### config.mk
export PLATFORM = sky130hd
export DESIGN_NAME = serializer_10b
export DESIGN_NICKNAME = d
export VERILOG_FILES = /design/src/rtl/serializer_10b.sv
export SDC_FILE = /design/constraint.sdc
export NUM_CORES = 1
export LEC_CHECK = 0
export CAP_MARGIN = 20
export CORE_MARGIN = 2
export CORE_UTILIZATION = 49
export DETAILED_ROUTE_END_ITERATION = 6
export MAX_ROUTING_LAYER = met4
export PLACE_DENSITY_LB_ADDON = 0.1
export SKIP_CTS_REPAIR_TIMING = 1
export SYNTH_ARGS = -nofsm -noshare
export SYNTH_HDL_FRONTEND = slang
export SYNTH_SLANG_ARGS = --single-unit
### constraint.sdc
create_clock -name clk -period 4.1 [get_ports clk]
set_input_delay 0.82 -clock clk [delete_from_list [all_inputs] [get_ports clk]]
set_output_delay 0.82 -clock clk [all_outputs]
set_load 0.02 [all_outputs]
### src/rtl/serializer_10b.sv
// ---------------------------------------------------------------------------
// serializer_10b
//
// Transmit-side serializer placed directly after the 8b/10b encoder. It takes
// 10-bit code groups over a valid/ready handshake and sends them out one bit
// per enabled clock, bit 9 ("a") first. One symbol can wait in a single-entry
// hold buffer. If nothing is waiting when a symbol boundary arrives, the
// IDLE_SYM filler goes out instead, so the line never starves.
//
// Ports:
//   clk         single clock
//   reset       synchronous, active-high reset; overrides everything else
//   en          bit-rate enable; state changes only on cycles with en=1
//   data_in     encoded symbol, [9]=a ... [0]=j
//   valid_in    data_in is valid
//   ready_out   block can accept data_in this cycle (combinational)
//   serial_out  registered serial line bit
//   sym_start   registered; high while serial_out carries bit "a"
//   idle_out    registered; high for all bit-times of an inserted IDLE_SYM
// ---------------------------------------------------------------------------
module serializer_10b #(
    parameter int               SYM_W    = 10,
    parameter logic [SYM_W-1:0] IDLE_SYM = 10'b0011111010
) (
    input  logic             clk,
    input  logic             reset,
    input  logic             en,
    input  logic [SYM_W-1:0] data_in,
    input  logic             valid_in,
    output logic             ready_out,
    output logic             serial_out,
    output logic             sym_start,
    output logic             idle_out
);

    localparam logic [3:0] LAST_BIT = 4'(SYM_W - 1);

    logic [3:0]       cnt_q, cnt_d;
    logic             hold_valid_q, hold_valid_d;
    logic [SYM_W-1:0] hold_q, hold_d;
    logic [SYM_W-1:0] shift_q, shift_d;
    logic             serial_q, serial_d;
    logic             sym_start_q, sym_start_d;
    logic             idle_q, idle_d;

    logic             boundary;
    logic             accept;
    logic [SYM_W-1:0] next_sym;
    logic [3:0]       bit_idx;

    // An enabled cycle with cnt==0 starts a new symbol. The hold entry drains
    // on that same cycle, so it can be refilled then even if it is full.
    assign boundary  = en && (cnt_q == 4'd0);
    assign ready_out = !hold_valid_q || boundary;
    assign accept    = valid_in && ready_out;

    // Symbol to launch at a boundary. The launch takes the buffered entry
    // only. A word accepted on the same cycle does not bypass into the
    // shifter.
    assign next_sym = hold_valid_q ? hold_q : IDLE_SYM;
    // Bit "a" is index 9, so bit-time k carries shift register bit [9-k].
    assign bit_idx  = LAST_BIT - cnt_q;

    always_comb begin
        // NOTE: every signal gets a default here so the block can never infer a latch.
        cnt_d        = cnt_q;
        hold_valid_d = hold_valid_q;
        hold_d       = hold_q;
        shift_d      = shift_q;
        serial_d     = serial_q;
        sym_start_d  = sym_start_q;
        idle_d       = idle_q;

        if (boundary) begin
            shift_d      = next_sym;
            serial_d     = next_sym[SYM_W-1];
            sym_start_d  = 1'b1;
            idle_d       = !hold_valid_q;
            cnt_d        = 4'd1;
            hold_valid_d = 1'b0;        // an accept below on this cycle refills it
        end else if (en) begin
            serial_d    = shift_q[bit_idx];
            sym_start_d = 1'b0;
            cnt_d       = (cnt_q == LAST_BIT) ? 4'd0 : cnt_q + 4'd1;
        end

        if (accept) begin
            hold_d       = data_in;
            hold_valid_d = 1'b1;
        end
    end

    // NOTE: sequential state uses non-blocking assignments only, so all flops update together at the edge.
    always_ff @(posedge clk) begin
        if (reset) begin
            // NOTE: the hold register has no memory array behind it. It is one register and gets a defined reset value like the rest.
            cnt_q        <= 4'd0;
            hold_valid_q <= 1'b0;
            hold_q       <= '0;
            shift_q      <= IDLE_SYM;
            serial_q     <= 1'b0;
            sym_start_q  <= 1'b0;
            idle_q       <= 1'b0;
        end else begin
            cnt_q        <= cnt_d;
            hold_valid_q <= hold_valid_d;
            hold_q       <= hold_d;
            shift_q      <= shift_d;
            serial_q     <= serial_d;
            sym_start_q  <= sym_start_d;
            idle_q       <= idle_d;
        end
    end

    assign serial_out = serial_q;
    assign sym_start  = sym_start_q;
    assign idle_out   = idle_q;

endmodule
==> results.toml, run 1 <==
[status]
status = "finished, final reports clean"

[worst_setup_path]
critical_path_class = "input port to primary output"
crit_start = "en"
r2r_start = "cnt_q[1]"
path_cells = "clkdlybuf4s50_1 > nand4_1 > nand2_1 > clkdlybuf4s50_1"
worstPathRequired_ns = 3.28
setup.worst_path.end_class = "primary output"
cp.arrival_ns = 2.56
critPathMaxFanout = 10
endpoint = "ready_out"
rrSetupSlack_ns = 1.97
rr_worst_depth = 6
cp_slowest_cell = "clkdlybuf4s50_1"
worst_path_largest_cell_delay_ns = 0.69
reg2reg_to = "serial_out"
critPathLaunchType = "input port"
cp_common_cell = "clkdlybuf4s50_1"

[detailed_routing]
ant_nets = 0
wire_per_inst_microns = 13.6
vias_per_cell = 5.37
routed-via-count = 843
drt_iter0_drc = 12
drt_pass1_iterations = 4
routed_wl_microns = 2130
drc = 0

[synth]
yosysSeqAreaShare_pct = 48.3
yosys_warnings = 0
synth_fp_nets = 132
synth_area_per_cell_sq_um = 10.2
async_reset_ff_share_pct = 0
synth.area.top_cells = "dfxtp_1, mux2i_1, nor2_1, o22a_1, ha_1"
ys_ff_latch = 28
synth_cells = 114
synth_cell_types = 28
synth-edff-count = 0
synth_common_cells = "dfxtp_1, nor2_1, mux2i_1, o22a_1, inv_1"
synth_area_sq_um = 1160
synth_area_leader_cell = "dfxtp_1"
yosysMostFrequentCell = "dfxtp_1"
synth_flop_cell = "dfxtp_1"
synth_top_area_share_pct = 48.3

[timing]
final-setup-viol-count = 0
tns_ns = 0
tightest_slew_ns = 0.688
finalHoldViolCount = 0
worst_slack_ns = 0.723
maxSlewViolCount = 0
fmax_ghz = 0.296
clock-skew-final_ns = 0.00684
max_slew_margin_pct = 54.0
period_needed_ns = 3.38
hold_ws_ns = 0.489
period_share_pct = 82.4
rsz0062_at_grt = "no"

[grt]
grtUsageTotal_pct = 18.4
overflow = 0
antenna_found_initial = 0
grt_pass1_vias = 837
grt_pass1_wl_microns = 3600
grt_max_degree = 20

[placed_design]
port_buffers = 17
dp_hpwl_microns = 1590
gp_congestion = 0.789
dp_slack_ns = 0.717

[die]
die_w_microns = 52.7
die_area_sq_um = 2780
die_h_microns = 52.7
pin_count = 18
start_util_pct = 52.0
fp-row-count = 17
coreArea_sq_um = 2230

[layout]
syn_to_final_growth_pct = 20.3
nNetsFinal = 148
fillers = 205
n_antenna_cell = 0
multiInputGateArea_sq_um = 552
drive_above_1_share_pct = 7.75
seqCellArea_sq_um = 561

[worst_hold_path]
hold_depth = 1
holdCritPathClass = "flop to flop"

[clocking]
clkLatencyLatePin_ns = 0.33
cts_tree = "done"
h-tree-depth = 1
clk_path_buf_depth = 2
clk_pin_slew_ns = 0.15
root_buffer = "clkbuf_4"
cts_buffers = 3
cts_sinks = 28

[power]
clockPowerShare_pct = 31.7
p_comb_share_pct = 15.5
powerDensity_nw_per_um2 = 409
sw_frac_of_total_pct = 24.0
seqPwrFrac_pct = 52.8
peakVddDrop_v = 0.000325
finalPower_uw = 571
p_leak_nw = 0.557
switching_power_uw = 137
internal-power_uw = 434

[flow_run]
drv_cap = 0
power groups by stage:
stage / clock, mW / sequential [mW] / combinational [mW]
5_1_grt: 0.194 / 0.304 / 0.0979
6_report: 0.181 / 0.302 / 0.0885
2_1_floorplan: 0 / 0.306 / 0.0593
3_3_place_gp: 0 / 0.307 / 0.0871
4_1_cts: 0.186 / 0.302 / 0.0893
3_5_place_dp: 0 / 0.308 / 0.0888
layout make-up:
cell class	instances	area share [%]
flip-flops and latches	28	40.1
multi-input cells	74	39.5
repair buffers	18	12.7
well taps	28	2.51
clock inverters	1	2.15
clock buffers	3	1.61
inverters	5	1.34
flip-flops by register name, summed over array words and instances (netlist names):
signal and flops:
cnt_q 4, hold_q 10, hold_valid_q 1, idle_out 1, serial_out 1, shift_q 10, sym_start 1
through the flow:
step	cells	utilization, %	area, sq um
final	157	62.5	1400
after floorplan	114	-	1160
after global placement	153	60.2	1340
after CTS	157	62.5	1400
after detailed placement	153	60.2	1340
after global routing	157	62.5	1400
worst min-delay path by stage:
stage / from / endpoint / slack (ns)
6_report: hold_q[2] / shift_q[2] / 0.49
4_1_cts: sym_start / sym_start / 0.49
5_1_grt: hold_q[1] / shift_q[1] / 0.50
3_3_place_gp: hold_q[5] / shift_q[5] / 0.45
3_5_place_dp: hold_q[2] / shift_q[2] / 0.46
2_1_floorplan: hold_q[1] / shift_q[1] / 0.44
layer usage:
metal  global-route usage (%)  share of wire [%]  vias to the layer above
li1                         -                  -                      434
met1                     21.4                 46                      387
met2                     29.4                 48                       16
met3                     5.14                3.4                        6
met4                     8.12                2.3                        0
met5                        -                  0                        -
worst max-delay path: cells and delay by family:
kind | cells | cell delay (ns)
AND/OR/NAND/NOR | 2 | 0.43
buffers and inverters | 2 | 1.30
cells by family after synthesis:
| kind of cell | Yosys count | share of synthesized area, % |
|---|---|---|
| fa+ha+maj | 4 | 4.31 |
| buf+inv | 12 | 4.20 |
| mux | 15 | 14.1 |
| simple gates | 32 | 12.9 |
| xor+xnor | 4 | 3.02 |
| flops | 28 | 48.3 |
| compound gates | 19 | 13.1 |
layout by cell type (no fill, tap or decap), types with 4 or more instances in the layout:
master           netlist  final
clkdlybuf4s50_1        0     17
a21oi_1                4      4
dfxtp_1               28     28
o22a_1                 6      6
a22o_1                 4      4
nor2_1                18     18
ha_1                   4      4
mux2i_1               13     13
xnor2_1                4      4
inv_1                  5      5
(Power assumes the default switching activity.)
==> run 2: changes to the inputs <==
- clock period: 4.1 -> 3.4 ns (I/O delays scaled with it)
==> results.toml, run 2 (synthesis results as in run 1) <==
[die]
fp-row-count = 17
pin_count = 18
die_area_sq_um = 2780
coreArea_sq_um = 2230
start_util_pct = 52.0
die_w_microns = 52.7
die_h_microns = 52.7

[timing]
period_share_pct = 85.7
rsz0062_at_grt = "no"
hold_ws_ns = 0.480
tns_ns = 0
max_slew_margin_pct = 52.2
tightest_slew_ns = 0.715
fmax_ghz = 0.343
finalHoldViolCount = 0
period_needed_ns = 2.91
maxSlewViolCount = 0
final-setup-viol-count = 0
clock-skew-final_ns = 0.00267

[power]
seqPwrFrac_pct = 52.7
internal-power_uw = 525
p_leak_nw = 0.562
switching_power_uw = 165
peakVddDrop_v = 0.000305
p_comb_share_pct = 15.8
clockPowerShare_pct = 31.5
finalPower_uw = 690
powerDensity_nw_per_um2 = 492
sw_frac_of_total_pct = 23.9

[placed_design]
dp_hpwl_microns = 1550
gp_congestion = 0.850
port_buffers = 17

[clocking]
cts_buffers = 3
clk_path_buf_depth = 2
clkLatencyLatePin_ns = 0.33
cts_tree = "done"
h-tree-depth = 1
clk_pin_slew_ns = 0.15
cts_sinks = 28
root_buffer = "clkbuf_4"

[detailed_routing]
wire_per_inst_microns = 13.5
drt_pass1_iterations = 4
drt_iter0_drc = 6
vias_per_cell = 5.44
drc = 0
ant_nets = 0
routed-via-count = 860
routed_wl_microns = 2140

[layout]
n_antenna_cell = 0
nNetsFinal = 149
final_cell_mix = "dfxtp_1, nor2_1, clkdlybuf4s50_1"
drive_above_1_share_pct = 8.46
final_common_cell = "dfxtp_1"
syn_to_final_growth_pct = 20.9
fillers = 189
top_regs = "hold_q (10), shift_q (10), cnt_q (4)"

[grt]
grtUsageTotal_pct = 19.5
antenna_found_initial = 0
overflow = 0
grt_max_degree = 20
grt_pass1_vias = 862
grt_pass1_wl_microns = 3850

[worst_setup_path]
setup.worst_path.end_class = "primary output"
cp.arrival_ns = 2.23
worstPathRequired_ns = 2.72
critPathMaxFanout = 10
critical_path_class = "input port to primary output"
critPathLaunchType = "input port"

[flow_run]
drv_cap = 0

[status]
status = "finished, final reports clean"

[worst_hold_path]
holdCritPathClass = "flop to flop"
run 2: cell types whose count changed in the layout (fill, tap and decap cells not counted):
cell / before / now
buf_4: 1 / 2
run 2: final timing paths:
check,start,endpoint,slack [ns],depth (start not counted)
worst min-delay path,hold_q[6],shift_q[6],0.48,1
worst min register to register,hold_q[6],shift_q[6],0.48,1
worst max-delay path,en,ready_out,0.49,4
worst max register to register,cnt_q[1],serial_out,1.30,6
run 2: power by group through the flow:
| stage | Clock (mW) | Combinational [mW] | Sequential [mW] |
|---|---|---|---|
| final | 0.217 | 0.109 | 0.364 |
| after global routing | 0.232 | 0.122 | 0.367 |
| after CTS | 0.221 | 0.110 | 0.364 |
| after detailed placement | 0 | 0.108 | 0.371 |
| after global placement | 0 | 0.106 | 0.370 |
| after floorplan | 0 | 0.0715 | 0.368 |
run 2: per-stage QoR:
| stage | util [%] | area [sq um] | setup slack [ns] | cells |
|---|---|---|---|---|
| after floorplan | - | 1160 | 1.45 | 114 |
| after detailed placement | 60.5 | 1350 | 0.495 | 154 |
| final | 62.9 | 1400 | 0.487 | 158 |
| after CTS | 62.9 | 1400 | 0.486 | 158 |
| after global placement | 60.5 | 1350 | 0.516 | 154 |
| after global routing | 62.9 | 1400 | 0.408 | 158 |
run 2: area by class of cell:
type | instances | area [sq um] | share of cell area [%]
inverter | 5 | 18.8 | 1.34
clock inverter | 1 | 30.0 | 2.14
sequential | 28 | 561 | 39.9
tap | 28 | 35.0 | 2.50
multi-input combinational | 74 | 552 | 39.3
timing repair buffer | 19 | 185 | 13.2
clock buffer | 3 | 22.5 | 1.60
run 2: per-layer routing:
| metal | track usage [%] | vias up | share of wire (%) |
|---|---|---|---|
| li1 | - | 433 | - |
| met2 | 32.5 | 21 | 50 |
| met4 | 9.83 | 0 | 1.6 |
| met5 | - | - | 0 |
| met3 | 3.71 | 4 | 4.3 |
| met1 | 22.3 | 402 | 44 |
run 2: critical path, stage by stage:
cell,delay (ns)
clkdlybuf4s50_1,0.68
nand4_1,0.17
nand2_1,0.10
clkdlybuf4s50_1,0.60
==> run 3: changes to the inputs <==
- CTS_CLUSTER_DIAMETER: default -> 50
- RECOVER_POWER: default -> 25
==> results.toml, run 3 (synthesis results as in run 1) <==
[die]
start_util_pct = 52.0
fp-row-count = 17
coreArea_sq_um = 2230
die_w_microns = 52.7
die_area_sq_um = 2780
die_h_microns = 52.7
pin_count = 18

[timing]
rsz0062_at_grt = "no"
worst_slack_ns = 0.420
fmax_ghz = 0.336
maxSlewViolCount = 0
max_slew_margin_pct = 52.3
period_share_pct = 87.7
finalHoldViolCount = 0
tightest_slew_ns = 0.713
final-setup-viol-count = 0
tns_ns = 0
period_needed_ns = 2.98
clock-skew-final_ns = 0.00294

[detailed_routing]
routed_wl_microns = 2130
drt_iter0_drc = 5
vias_per_cell = 5.41
drc = 0
wire_per_inst_microns = 13.5
ant_nets = 0
routed-via-count = 854
drt_pass1_iterations = 4

[layout]
nNetsFinal = 149
post-route-cell-area_sq_um = 1400
syn_to_final_growth_pct = 20.6
multiInputGateArea_sq_um = 552
top_regs = "hold_q (10), shift_q (10), cnt_q (4)"
final_cell_mix = "dfxtp_1, nor2_1, mux2i_1, clkdlybuf4s50_1, o22a_1"
fillers = 189
final_common_cell = "dfxtp_1"
n_antenna_cell = 0
seqCellArea_sq_um = 561
drive_above_1_share_pct = 6.92

[worst_hold_path]
hold_depth = 1
holdPathEnd = "shift_q[6]"
holdCritPathClass = "flop to flop"
min_from = "hold_q[6]"

[placed_design]
dp_slack_ns = 0.495
dp_hpwl_microns = 1550
place_area_sq_um = 1350
gp_congestion = 0.850
port_buffers = 17

[grt]
antenna_found_initial = 0
grt_max_degree = 20
grtUsageTotal_pct = 19.5
overflow = 0
grt_pass1_wl_microns = 3850
grt_pass1_vias = 862

[power]
seqPwrFrac_pct = 53.1
peakVddDrop_v = 0.000305
powerDensity_nw_per_um2 = 489
internal-power_uw = 522
p_leak_nw = 0.568
switching_power_uw = 163
p_comb_share_pct = 15.5
clockPowerShare_pct = 31.5
sw_frac_of_total_pct = 23.8

[clocking]
clkLatencyLatePin_ns = 0.32
root_buffer = "clkbuf_4"
clk_path_buf_depth = 2
cts_sinks = 28
cts_buffers = 3
h-tree-depth = 1
cts_tree = "done"
clk_pin_slew_ns = 0.15

[worst_setup_path]
reg2reg_to = "serial_out"
r2r_start = "cnt_q[1]"
worstPathRequired_ns = 2.72
critical_path_class = "input port to primary output"
cp.arrival_ns = 2.30
rr_worst_depth = 6
critPathMaxFanout = 10
setup.worst_path.end_class = "primary output"
rrSetupSlack_ns = 1.29
critPathLaunchType = "input port"

[status]
status = "finished, final reports clean"

[flow_run]
drv_cap = 0
run 3: cell count changes in the layout (fill, tap and decap cells not counted):
cell | before | now
dlygate4sd3_1 | 0 | 4
and4bb_1 | 0 | 1
clkbuf_1 | 0 | 1
and4bb_2 | 1 | 0
buf_4 | 2 | 1
clkdlybuf4s50_1 | 17 | 13
run 3: metrics by stage:
step	std cells	total power [mW]	hold WS, ns	utilization (%)
5_1_grt	158	0.717	0.505	62.7
4_1_cts	158	0.695	0.485	62.9
3_3_place_gp	154	0.477	0.446	60.5
6_report	158	0.685	0.480	62.7
2_1_floorplan	114	0.440	0.436	-
3_5_place_dp	154	0.479	0.454	60.5
run 3: worst max-delay path, stage by stage:
cell and delay (ns):
dlygate4sd3_1 0.75, nand4_1 0.17, nand2_1 0.10, clkdlybuf4s50_1 0.60
run 3: power groups by stage:
stage	sequential [mW]	clock, mW	combinational, mW
after detailed placement	0.371	0	0.108
after global routing	0.366	0.232	0.119
final	0.364	0.216	0.106
after CTS	0.364	0.221	0.110
after floorplan	0.368	0	0.0715
after global placement	0.370	0	0.106
run 3: worst max path at each step:
| stage | start | to | slack [ns] |
|---|---|---|---|
| after global routing | en | ready_out | 0.34 |
| final | en | ready_out | 0.42 |
| after detailed placement | en | ready_out | 0.49 |
| after floorplan | en | ready_out | 1.45 |
| after global placement | en | ready_out | 0.52 |
| after CTS | en | ready_out | 0.49 |
run 3: layout make-up:
type | count | area share [%]
sequential | 28 | 40.0
multi-input combinational | 74 | 39.4
timing repair buffer | 19 | 13.0
tap | 28 | 2.50
clock inverter | 1 | 2.14
clock buffer | 3 | 1.61
inverter | 5 | 1.34
run 3: metal layers:
layer  vias up  routed length, microns  GRT usage (%)
met4         0                      34           9.83
li1        434                       -              -
met1       402                     961           22.3
met2        14                    1070           32.5
met5         -                       0              -
met3         4                      62           3.71
